**config.mk**
```make
export PLATFORM = sky130hd
export DESIGN_NAME = uart_tx_bit_sequencer
export DESIGN_NICKNAME = d
export VERILOG_FILES = /design/src/rtl/timer_pkg.sv /design/src/rtl/bit_period_timer.sv /design/src/rtl/uart_tx_bit_sequencer.sv
export SDC_FILE = /design/constraint.sdc
export NUM_CORES = 1
export LEC_CHECK = 0
export ABC_AREA = 1
export BUFFER_PORTS_ARGS = -buffer_cell sky130_fd_sc_hd__buf_2
export CORE_ASPECT_RATIO = 1.2
export CORE_UTILIZATION = 56
export DETAILED_ROUTE_END_ITERATION = 10
export PLACE_DENSITY_LB_ADDON = 0.3
export SYNTH_ARGS = -nofsm -noshare
export SYNTH_HDL_FRONTEND = slang
export SYNTH_SLANG_ARGS = --single-unit
```
**constraint.sdc**
```tcl
create_clock -name clk -period 1.6 [get_ports clk]
set_input_delay 0.32 -clock clk [delete_from_list [all_inputs] [get_ports clk]]
set_output_delay 0.32 -clock clk [all_outputs]
set_load 0.05 [all_outputs]
```
**src/rtl/timer_pkg.sv**
```systemverilog
// Shared constants for the UART bit-period timer and the TX frame sequencer.
package timer_pkg;

   typedef enum logic [1:0] {
      IDLE  = 2'd0,
      START = 2'd1,
      DATA  = 2'd2,
      STOP  = 2'd3
   } state_t;

   // 217 cycles at 50 MHz gives a 4.34 us bit period.
   localparam logic [7:0] CLKS_434US = 8'd217;

endpackage

```
**src/rtl/bit_period_timer.sv**
```systemverilog
// Free-running bit-period counter (0..CLKS_PER_BIT-1) with a combinational
// rollover strobe at the top count; clear restarts the period from zero.
module bit_period_timer
   import timer_pkg::*;
#(
   parameter int CLKS_PER_BIT = int'(CLKS_434US)
) (
   input  logic clk,
   input  logic reset,
   input  logic clear,
   output logic rollover
);

   localparam logic [7:0] TOP = 8'(CLKS_PER_BIT - 1);

   logic [7:0] count;

   always_ff @(posedge clk) begin
      if (reset || clear) begin
         count <= 8'd0;
      end else if (count == TOP) begin
         count <= 8'd0;
      end else begin
         count <= count + 8'd1;
      end
   end

   assign rollover = (count == TOP);

endmodule

```
**src/rtl/uart_tx_bit_sequencer.sv**
```systemverilog
// UART transmit sequencer: accepts a byte over valid/ready and shifts out
// start bit, DATA_BITS data bits (LSB first) and STOP_BITS stop bits on tx.
module uart_tx_bit_sequencer
   import timer_pkg::*;
#(
   parameter int CLKS_PER_BIT = int'(CLKS_434US),
   parameter int DATA_BITS    = 8,
   parameter int STOP_BITS    = 1
) (
   input  logic                 clk,
   input  logic                 reset,
   input  logic [DATA_BITS-1:0] tx_data,
   input  logic                 tx_valid,
   output logic                 tx_ready,
   output logic                 tx,
   output logic                 busy,
   output logic                 done,
   output state_t               state
);

   // Handshake: a byte transfers on any rising edge where tx_valid && tx_ready;
   // tx_ready is high only in IDLE and tx_data is sampled only on that edge.

   localparam logic [2:0] LAST_DATA = 3'(DATA_BITS - 1);
   localparam logic [2:0] LAST_STOP = 3'(STOP_BITS - 1);

   logic [DATA_BITS-1:0] shreg;
   logic [2:0]           bit_idx;
   logic                 accept;
   logic                 tick;
   logic                 timer_clear;

   assign tx_ready    = (state == IDLE);
   assign busy        = (state != IDLE);
   assign accept      = tx_valid && tx_ready;
   // Restarting the timer on accept makes the start bit a full period.
   assign timer_clear = reset || accept || (state == IDLE);

   bit_period_timer #(
      .CLKS_PER_BIT(CLKS_PER_BIT)
   ) u_timer (
      .clk      (clk),
      .reset    (reset),
      .clear    (timer_clear),
      .rollover (tick)
   );

   always_ff @(posedge clk) begin
      if (reset) begin
         state   <= IDLE;
         bit_idx <= 3'd0;
         shreg   <= '0;
         tx      <= 1'b1;
         done    <= 1'b0;
      end else begin
         done <= 1'b0;
         case (state)
            IDLE: begin
               tx <= 1'b1;
               if (accept) begin
                  shreg   <= tx_data;
                  bit_idx <= 3'd0;
                  tx      <= 1'b0;
                  state   <= START;
               end
            end
            START: begin
               if (tick) begin
                  tx    <= shreg[0];
                  state <= DATA;
               end
            end
            DATA: begin
               if (tick) begin
                  shreg <= shreg >> 1;
                  if (bit_idx == LAST_DATA) begin
                     bit_idx <= 3'd0;
                     tx      <= 1'b1;
                     state   <= STOP;
                  end else begin
                     bit_idx <= bit_idx + 3'd1;
                     // Next data bit is the one the shift brings into bit 0.
                     tx      <= shreg[1];
                  end
               end
            end
            STOP: begin
               if (tick) begin
                  if (bit_idx == LAST_STOP) begin
                     bit_idx <= 3'd0;
                     done    <= 1'b1;
                     state   <= IDLE;
                  end else begin
                     bit_idx <= bit_idx + 3'd1;
                  end
               end
            end
            default: begin
               state <= IDLE;
               tx    <= 1'b1;
            end
         endcase
      end
   end

endmodule

```
### Yosys cells after proc, flatten, opt, wreduce, memory -nomap -nowiden

Index checks and enable logic that the tools add are counted.

| storage, ports and cells | value |
|---|---|
| bits in registers | 23 |
| input bits | 11 |
| word-level logic and storage cells | 59 |

| cells by class | value |
|---|---|
| $add $sub $neg | 2 |
| eq/ne operators | 11 |
| muxes and demuxes | 22 |
| bitwise gates (word level) | 2 |
| reductions and logical operators | 16 |

Operators by type and width:

| cell | number |
|---|---|
| 8-bit two-way mux | 2 |
| 8-bit one-hot mux with 2 select lines | 1 |
| 3-bit two-way mux | 5 |
| 2-bit two-way mux | 6 |
| 2-bit inequality test, second input constant | 5 |
| 3-bit one-hot mux with 3 select lines | 1 |
| 8-bit by 1-bit adder with 8-bit output, second input constant | 1 |
| 8-bit equality test, second input constant | 1 |
| 2-bit one-hot mux with 4 select lines | 1 |
| 3-bit AND reduction | 2 |
| 6-bit AND reduction | 1 |
| 3-bit nonzero test | 2 |
| 1-bit two-way mux | 5 |
| 2-bit equality test, second input constant | 2 |
| 4-bit AND reduction | 1 |
| 2-bit nonzero test | 2 |
| 3-bit by 1-bit adder with 3-bit output, second input constant | 1 |
| 3-bit equality test, second input constant | 1 |
| 3-bit logical NOT | 1 |
| 1-bit logical OR | 3 |
| 1-bit one-hot mux with 3 select lines | 1 |
| 3-bit OR reduction | 1 |
| 2-bit by 1-bit equality test with 1-bit output, second input constant | 1 |
| 2-bit logical NOT | 1 |
| 4 further kinds | 5 |

### Depth between registers and ports, before layout

Gate-level depths: netlist of run 1.

| depth | value |
|---|---|
| depth in word-level cells | 6 |
| mapped depth | 11 |

### Hierarchy

From an unflattened synthesis of run 1, not the netlist that was laid out.

| unflattened totals | value |
|---|---|
| cell total of the unflattened synthesis | 222 |
| area total of the unflattened synthesis | 1,458.9 µm² |

Modules (own cells, without submodules):

| module | times used | cells each | area an instance (µm²) | sequential area each (µm²) |
|---|---|---|---|---|
| uart_tx_bit_sequencer | 1 | 164 | 1,032.2 | 300.3 |
| bit_period_timer | 1 | 58 | 426.7 | 160.2 |

### Least setup slack after synthesis of run 1

Ideal clock, no wire load.

| path | value |
|---|---|
| kind | reg2reg |
| from | register state[0] |
| to | register state[0] |
| arrival time | 2,071 ps |
| data required time | 1,487 ps |
| path slack | -584 ps |
| cell stages (with the launch flop) | 9 |
| period minus slack after synthesis | 2,184 ps |
| cell sequence | dfxtp_1 -> inv_1 -> ha_1 -> inv_2 -> nor2_1 -> nor2_1 -> nand3_1 -> nor2_1 -> nor2_1 |

| between the ends | value |
|---|---|
| cells in the longest elaborated chain, start to end | 4 |
| elaborated cells between the ends (all ways) | 13 |
| those cells by class | eq/ne (9); mux (1); reduce/logical (3) |

Ends and longest elaborated chain:

| element | line | text |
|---|---|---|
| from (decl) | uart_tx_bit_sequencer.sv:18 | `output state_t state` |
| from (signal assigned) | uart_tx_bit_sequencer.sv:50 | `state <= IDLE;` |
| from (signal assigned) | uart_tx_bit_sequencer.sv:64 | `state <= START;` |
| from (signal assigned) | uart_tx_bit_sequencer.sv:70 | `state <= DATA;` |
| 2-bit logical NOT * | uart_tx_bit_sequencer.sv:33 | `assign tx_ready = (state == IDLE);` |
| net tx_ready | uart_tx_bit_sequencer.sv:14 | `output logic tx_ready,` |
| 1-bit logical AND | uart_tx_bit_sequencer.sv:35 | `assign accept = tx_valid && tx_ready;` |
| 2-bit by 1-bit inequality test with 1-bit output (no source line) | - |  |
| 6-bit AND reduction (no source line) | - |  |

Mark *: on every way through the listed nets, which the timed path passes. The rest lies on a longest branch.
A chain may end at the register's enable or synchronous reset.

### Final worst setup path of run 1

| path | value |
|---|---|
| from | register state[0] |
| to | output port busy |

| between the ends | value |
|---|---|
| cells in the longest elaborated chain, start to end | 1 |

Ends and longest elaborated chain:

| element | line | text |
|---|---|---|
| 2-bit nonzero test | uart_tx_bit_sequencer.sv:34 | `assign busy = (state != IDLE);` |
| to (decl) | uart_tx_bit_sequencer.sv:16 | `output logic busy,` |

No other way between the ends.

==> results of run 1 <==
-- cells in the final DEF (no fill, tap or decap), drive strengths merged, types with 2 or more instances in the layout --
| master | instances |
|---|---|
| nand2 | 54 |
| nor2 | 23 |
| dfxtp | 23 |
| inv | 20 |
| buf | 18 |
| nand3 | 15 |
| a21oi | 12 |
| ha | 10 |
| o21ai | 8 |
| clkbuf | 3 |
| xor2 | 2 |
| nor3 | 2 |
| or2 | 2 |
-- worst max-delay path by stage --
stage                                 end  cells past startpoint
global route                         busy                      4
finish                               busy                      4
detailed placement  state[0]$_SDFFE_PP0P_                     10
global placement    state[0]$_SDFFE_PP0P_                     10
CTS                                  busy                      4
floorplan           shreg[7]$_SDFFE_PP0P_                      8
-- layer usage --
metal | track usage | part of all wire | vias up
li1 | - | - | 598
met1 | 0.259 | 0.43 | 545
met2 | 0.450 | 0.52 | 31
met3 | 0.0336 | 0.036 | 4
met4 | 0.0859 | 0.015 | 0
met5 | 0 | 0 | -
-- worst max-delay path, stage by stage (launching register included) --
cell and delay (ns):
dfxtp_4 0.38, inv_2 0.10, ha_4 0.19, inv_4 0.05, buf_4 0.18
-- power by group --
part | switching (W) | total [W] | internal (W) | leakage, nW
combinational | 0.00115 | 0.00176 | 0.000604 | 0.480
clock | 0.000179 | 0.000272 | 0.0000936 | 0.0177
sequential | 0.000104 | 0.000833 | 0.000730 | 0.189
total | 0.00144 | 0.00286 | 0.00143 | 0.687
-- state kept, by name, summed over array words and instances (netlist names) --
name           flops
shreg              8
u_timer.count      8
bit_idx            3
state              2
done               1
tx                 1
-- logic make-up after synthesis --
family,synth area share
DFF,0.364
AOI/OAI and AO/OA,0.0969
adders and majority gates,0.0989
xor gates and xnor gates,0.0139
and+or+nand+nor,0.351
buffers and inverters,0.0752
-- timing repair --
action                                  CTS  global route
gates cloned                              0             0
gates resized for setup                   3             3
pin swaps                                 0             0
endpoints found under the setup margin    2             4
hold buffers                              0             0
-- final cells by class --
type | count | share of cell area
Clock inverter | 1 | 0.00346
Multi-Input combinational cell | 132 | 0.509
Tap cell | 30 | 0.0259
Inverter | 20 | 0.0536
Clock buffer | 3 | 0.0156
Timing Repair Buffer | 18 | 0.0691
Sequential cell | 23 | 0.323
-- metrics by stage --
step / area [µm²] / setup slack [ns] / total power (W) / instances
floorplan: 1290 / 0.0239 / 0.00222 / 178
global placement: 1400 / 0.142 / 0.00247 / 223
detailed placement: 1400 / 0.0657 / 0.00255 / 223
CTS: 1440 / 0.00913 / 0.00284 / 227
global route: 1450 / 0.00834 / 0.00310 / 227
finish: 1450 / 0.0571 / 0.00286 / 227
==> flow_summary.toml, run 1 <==
[clock_network]
htree_num_levels = 1
cts_sinks = 23
cts-root-buf = "clkbuf_4"
path_clk_slew_ns = 0.12
cts_buffer_depth = 2
cts_inserted_buffers = 3
clock_latency_ns = 0.32
tritoncts = "yes"
cts_setup_buffers = 0

[synthesis]
synth_edf_count = 0
synthCells = 178
synth.avg_cell_area_um2 = 7.11
ys_async_sr_fraction = 0
ys_ff_latch = 23
synth_top_cell_area_share = 0.364
yosysSeqAreaShare = 0.364
ys_types = 27
syn_area_mm2 = 0.00126
synth_common_cells = "nand2_1 (50), dfxtp_1 (23), nor2_1 (22)"
yosysWarnings = 0
synth_nets = 199
yosysTopAreaCell = "dfxtp_1"
synth.most_common_cell = "nand2_1"
synth-main-ff-cell = "dfxtp_1"
synth_area_leaders = "dfxtp_1 (36%), nand2_1 (15%), ha_1 (9.9%)"

[power]
p_per_area_mw_per_mm2 = 1980
leakage_nw = 0.687
ir_worst_vdd_mv = 2.36

[placed_design]
gp_congestion = 0.904
dp_hpwl_um = 1970
io_buffers = 16

[critical_path]
cp_max_fo = 4
r2r-start = "bit_idx[0]$_SDFFE_PP0P_"
cp-startpoint = "state[0]$_SDFFE_PP0P_"
arrival_ns = 1.22
start_kind = "flip-flop"
crit_type = "flip-flop to output port"
regToRegSetupSlack_ns = 0.12
reg2reg_to = "state[0]$_SDFFE_PP0P_"
reg2regPathDepth = 9
cp-end-kind = "output port"
crit_required_ns = 1.28

[drt]
vias = 1178
drt.antenna.violating_nets = 0
drc_errors = 0
drt-total-wl_um = 2560
firstDrtPassIters = 4
drt_iter0_drc = 27
avgViaCountPerCell = 5.19
wire_per_inst_um = 11.3

[timing]
whs_ns = 0.288
timing.final.crit_share = 0.964
fmaxAchievable_ghz = 0.648
worstMarginPinSlew_ns = 0.294
finalSetupTns_ns = 0
min_period_ns = 1.54
fin_worst_skew_ns = 0.00388
rsz0062_at_grt = "no"
maxSlewViolCount = 0
finalSetupViolations = 0
slew_headroom = 0.803
finalHoldViolations = 0

[finish]
n_antenna_cell = 0
synthToLayoutAreaGrowth_pct = 14.4
multiInputGateArea_um2 = 737
register_area_um2 = 468
drive_gt1_frac = 0.213
nets = 219
utilization = 0.691
fill_cells = 185

[floorplanning]
start_util = 0.604
die_w_um = 45.4
die_area_mm2 = 0.00245
core-area_mm2 = 0.00209
rows = 18
io_pins = 17
die_y_um = 54.1

[global_route]
overflow = 0
grt_first_pass_wirelength_um = 4260
grt_antenna_before_repair = 0
grt_pass1_vias = 1053
grt_max_degree = 14
grt_util_all_layers = 0.237

[worst_hold_path]
min_to = "shreg[3]$_SDFFE_PP0P_"
min-delay-start = "reset"
min_path_cells = 2
hold_path.class = "primary input to flip-flop"

[status]
status = "complete, no violations"

[flow_run]
drv_cap = 0
Note: power is estimated with default switching activity, not from simulation.
==> run 2, diff against run 1 <==
- CORE_UTILIZATION: 56 -> 50
- CTS_CLUSTER_SIZE: default -> 28
- clock period: 1.6 -> 1.34 ns (I/O delays scaled with it)
==> run 2 against run 1 <==
  * The flow now finishes with violations (negative setup slack)
  * Clock-buffer cell count unchanged
  * Final cell count up 13%
  * Die area rose by 12%
  * Power increased by 79%
  * First-iteration DRC count grew 33%
  * Critical path depth up 7
  * Wire length up 58%
  * Clock skew is 0.012 ns higher
  * Critical endpoint is now state[0]$_SDFFE_PP0P_
  * Largest power group unchanged
==> flow_summary.toml, run 2 (same netlist as run 1, synthesis figures left out) <==
[critical_path]
cp-end-kind = "flip-flop"
reg2reg_to = "state[0]$_SDFFE_PP0P_"
cp_max_fo = 4
reg2regPathDepth = 11
cpLargestDelayFamily = "simple AND/OR/NAND/NOR gates"
r2r-start = "bit_idx[0]$_SDFFE_PP0P_"
path_common_cell = "nand2_1"
arrival_ns = 1.83
slowest_delay_ns = 0.35
crit_type = "flip-flop to flip-flop"
slowest_stage = "dfxtp_2"
start_kind = "flip-flop"
cp_cell_sequence = "buf_4 > inv_1 > ha_2 > nand2_1 > nand2_2 > nand2_2 > nor2_2 > nand3_2 > nand2_1 > nand2_1 > nor2_1"
cp.buffers_inverters = 2
regToRegSetupSlack_ns = -0.21
crit_required_ns = 1.62

[floorplanning]
core-area_mm2 = 0.00233
start_util = 0.543
die_y_um = 57.1
die_w_um = 47.9
die_area_mm2 = 0.00274
io_pins = 17
rows = 19

[worst_hold_path]
min-delay-start = "tx_data[2]"
hold_path.class = "primary input to flip-flop"
min_path_cells = 5
min_to = "shreg[2]$_SDFFE_PP0P_"

[drt]
drt_iter0_drc = 36
wl_met2_um = 2100
highest-signal-layer = "met4"
drt.antenna.violating_nets = 0
wl_met3_um = 226
firstDrtPassIters = 4
drc_errors = 0
drt-total-wl_um = 4040
vias = 1404
detail_route.wirelength.met1_um = 1530
avgViaCountPerCell = 5.46
wire_per_inst_um = 15.7

[clock_network]
tritoncts = "yes"
cts_sinks = 23
htree_num_levels = 1
path_clk_slew_ns = 0.15
clock_latency_ns = 0.35
cts-root-buf = "clkbuf_4"
cts_inserted_buffers = 3
cts_buffer_depth = 2

[timing]
finalSetupViolations = 19
rsz0062_at_grt = "yes"
timing.final.crit_share = 1.16
worst_slack_ns = -0.209
worstMarginPinSlew_ns = 0.300
fmaxAchievable_ghz = 0.646
fin_worst_skew_ns = 0.0161
whs_ns = 0.254
maxSlewViolCount = 0
finalHoldViolations = 0
min_period_ns = 1.55
finalSetupTns_ns = -1.83
slew_headroom = 0.800

[power]
ir_worst_vdd_mv = 2.13
leakage_nw = 0.897
p_per_area_mw_per_mm2 = 2530

[placed_design]
gp_congestion = 0.797
dp_hpwl_um = 2050
place_ws_ns = -0.107
io_buffers = 16
place_inst = 236

[finish]
top_regs = "shreg x8, u_timer.count x8, bit_idx x3"
synthToLayoutAreaGrowth_pct = 59.7
drive_gt1_frac = 0.531
fin_cells = 257
layout_common_cells = "nand2_1 (43), buf_4 (19), dfxtp_1 (18)"
nets = 248
final_common_cell = "nand2_1"
n_antenna_cell = 0
fill_cells = 128

[global_route]
grt_max_degree = 14
overflow = 0
grt_first_pass_wirelength_um = 5460
grt_antenna_before_repair = 0
grt_util_all_layers = 0.280
grt_pass1_vias = 1302

[status]
status = "finished, violations left"
violations = "negative setup slack"

[flow_run]
drv_cap = 0
## run 2: cell count changes in the layout (fill, tap and decap cells not counted), moves of 5 or more
cell	change
buf_4	+15
nand3_1	-10
nand3_2	+9
a21oi_1	-8
buf_6	+8
a21oi_2	+7
ha_1	-7
nand2_1	-7
nor2_1	-6
nand2_2	+5
## run 2: how the worst max path moves through the flow
| stage | startpoint | end | slack [ns] | cells after the start |
|---|---|---|---|---|
| after floorplan | state[0]$_SDFFE_PP0P_ | shreg[7]$_SDFFE_PP0P_ | -0.1 | 8 |
| after global placement | bit_idx[0]$_SDFFE_PP0P_ | state[1]$_SDFFE_PP0P_ | -0.05 | 9 |
| after detailed placement | bit_idx[0]$_SDFFE_PP0P_ | state[1]$_SDFFE_PP0P_ | -0.11 | 9 |
| after CTS | state[0]$_SDFFE_PP0P_ | busy | -0.11 | 4 |
| after global routing | bit_idx[0]$_SDFFE_PP0P_ | state[0]$_SDFFE_PP0P_ | -0.26 | 11 |
| final | bit_idx[0]$_SDFFE_PP0P_ | state[0]$_SDFFE_PP0P_ | -0.21 | 11 |
## run 2: through the flow
step	util	power (W)	area (µm²)
after floorplan	-	0.00277	1330
after global placement	0.657	0.00327	1530
after detailed placement	0.657	0.00335	1530
after CTS	0.779	0.00435	1810
after global routing	0.867	0.00535	2020
final	0.867	0.00512	2020
## run 2: worst reg2reg max path, stage by stage (launching register included)
cell and delay, ns:
dfxtp_2 0.35, buf_4 0.13, inv_1 0.08, ha_2 0.17, nand2_1 0.08, nand2_2 0.08
nand2_2 0.06, nor2_2 0.13, nand3_2 0.12, nand2_1 0.08, nand2_1 0.05, nor2_1 0.14
## run 2: power by group
part	switching, W	internal [W]
Clock	0.000247	0.000113
Sequential	0.000139	0.000877
Combinational	0.00209	0.00166
Total	0.00247	0.00265
## run 2: area by class of cell
cell class / instances / area (µm²) / share of cell area
inverters: 20 / 95.1 / 0.0471
clock buffers: 3 / 22.5 / 0.0111
flip-flops and latches: 23 / 472 / 0.233
multi-input cells: 134 / 995 / 0.492
clock inverters: 1 / 5.00 / 0.00248
well taps: 31 / 38.8 / 0.0192
repair buffers: 45 / 393 / 0.194
## run 2: per-layer routing
metal / global-route usage / up-vias
li1: - / 667
met1: 0.321 / 655
met2: 0.446 / 65
met3: 0.0570 / 17
met4: 0.187 / 0
met5: 0 / -
## run 2: repair_timing
item,CTS,global route
endpoints found under the hold margin,0,0
gates cloned,1,1
resized for setup,44,38
setup buffers,11,4
pin swaps,24,16
hold buffers,0,0
setup endpoints to repair,17,24
==> run 3, diff against run 2 <==
- PLACE_DENSITY: default -> 0.82
- PLACE_DENSITY_LB_ADDON: 0.3 -> default
==> run 3 against run 2 <==
  * Flip-flop and latch count unchanged
  * Setup slack lost 0.031 ns
  * The run still ends with negative setup slack left
  * Sequential power about the same
  * Maximum frequency decreased by 2.0%
==> flow_summary.toml, run 3 (same netlist as run 1, synthesis figures left out) <==
[global_route]
grt_pass1_vias = 1325
grt_max_degree = 14
overflow = 0
grt_util_all_layers = 0.277
grt_first_pass_wirelength_um = 5550
grt_antenna_before_repair = 0

[timing]
worst_slack_ns = -0.240
timing.final.crit_share = 1.18
rsz0062_at_grt = "yes"
whs_ns = 0.294
slew_headroom = 0.805
finalSetupViolations = 22
worstMarginPinSlew_ns = 0.292
min_period_ns = 1.58
fin_worst_skew_ns = 0.0101
maxSlewViolCount = 0
fmaxAchievable_ghz = 0.633
finalHoldViolations = 0

[clock_network]
cts_sinks = 23
cts_inserted_buffers = 3
path_clk_slew_ns = 0.13
tritoncts = "yes"
clock_latency_ns = 0.32
cts_buffer_depth = 2
cts-root-buf = "clkbuf_4"
cts-hold-fix-buffers = 0
htree_num_levels = 1

[critical_path]
cp_max_fo = 4
arrival_ns = 1.84
crit_required_ns = 1.60
cp-end-kind = "flip-flop"
slowest_stage = "dfxtp_4"
slowest_delay_ns = 0.38
crit_type = "flip-flop to flip-flop"
start_kind = "flip-flop"
cp_cell_sequence = "buf_4 > ha_1 > o21ai_2 > nand3_4 > nand2_2 > nand2_1 > nor2_2"

[finish]
drive_gt1_frac = 0.568
nets = 249
synthToLayoutAreaGrowth_pct = 60.2
utilization = 0.870
top_regs = "shreg x8, u_timer.count x8, bit_idx x3"
final_common_cell = "nand2_1"
layout_common_cells = "nand2_1 (40), buf_4 (22), dfxtp_1 (17)"
n_antenna_cell = 0

[placed_design]
io_buffers = 16
dp_hpwl_um = 2140
gp_congestion = 0.836

[floorplanning]
die_w_um = 47.9
core-area_mm2 = 0.00233
rows = 19
start_util = 0.543
die_y_um = 57.1
die_area_mm2 = 0.00274
io_pins = 17

[power]
power.share.clock = 0.062
combPwrFrac = 0.739
power.internal_w = 0.00268
leakage_nw = 0.887
power.net_switching_w = 0.00258
ir_worst_vdd_mv = 2.36
switching_share = 0.491
p_seq_frac = 0.199
p_per_area_mw_per_mm2 = 2590

[drt]
vias = 1439
drt-total-wl_um = 4180
drt_iter0_drc = 67
firstDrtPassIters = 5
wire_per_inst_um = 16.2
drc_errors = 0
avgViaCountPerCell = 5.58
drt.antenna.violating_nets = 0

[status]
status = "finished, violations left"
violations = "negative setup slack"

[worst_hold_path]
hold_path.class = "primary input to flip-flop"

[flow_run]
drv_cap = 0
## run 3: power by group through the flow
stage / Clock, W / Sequential [W] / Combinational [W]
6_report: 0.000326 / 0.00105 / 0.00388
5_1_grt: 0.000357 / 0.00107 / 0.00409
4_1_cts: 0.000332 / 0.00102 / 0.00298
3_5_place_dp: 0 / 0.00101 / 0.00249
3_3_place_gp: 0 / 0.00100 / 0.00238
2_1_floorplan: 0 / 0.00115 / 0.00163
## run 3: cell type report
cell class	count	area (µm²)
Timing Repair Buffer	47	387
Multi-Input combinational cell	133	1000
Sequential cell	23	475
Tap cell	31	38.8
Clock buffer	3	22.5
Clock inverter	1	5.00
Inverter	20	95.1
Fill cell	125	303
## run 3: final timing paths
path,from,end,slack (ns),cells after the start
max,state[0]$_SDFFE_PP0P_,state[0]$_SDFFE_PP0P_,-0.24,7
min,tx_data[3],shreg[3]$_SDFFE_PP0P_,0.29,5
max reg2reg,state[0]$_SDFFE_PP0P_,state[0]$_SDFFE_PP0P_,-0.24,7
min reg2reg,shreg[5]$_SDFFE_PP0P_,shreg[5]$_SDFFE_PP0P_,0.48,2
## run 3: what timing repair did
action,CTS,global route
pin swaps,17,30
buffers inserted,7,8
gates cloned,0,1
resized for setup,36,48
endpoints found under the setup margin,15,25
## run 3: metal layers
layer | up-vias | GRT usage | part of all wire
met2 | 78 | 0.446 | 0.49
met4 | 0 | 0.151 | 0.057
met1 | 665 | 0.329 | 0.40
met5 | - | 0 | 0
met3 | 29 | 0.0570 | 0.053
li1 | 667 | - | -
## run 3: per-stage QoR
step                      cell area [µm²]  cells  worst slack [ns]  setup TNS (ns)  total power, W
after floorplan                      1330    178           -0.0976          -0.773         0.00277
after global placement               1570    239           -0.0497         -0.0936         0.00339
after detailed placement             1570    239            -0.161          -0.524         0.00350
after CTS                            1780    250            -0.188           -1.70         0.00433
after global routing                 2030    258            -0.279           -4.39         0.00551
final                                2030    258            -0.240           -3.12         0.00526
## run 3: worst max-delay path, delay by kind of cell (launching register included)
| kind | cells | cell delay [ns] |
|---|---|---|
| DFF | 1 | 0.38 |
| adders and majority gates | 1 | 0.27 |
| and+or+nand+nor | 4 | 0.46 |
| AOI/OAI and AO/OA | 1 | 0.26 |
| buffers and inverters | 1 | 0.15 |
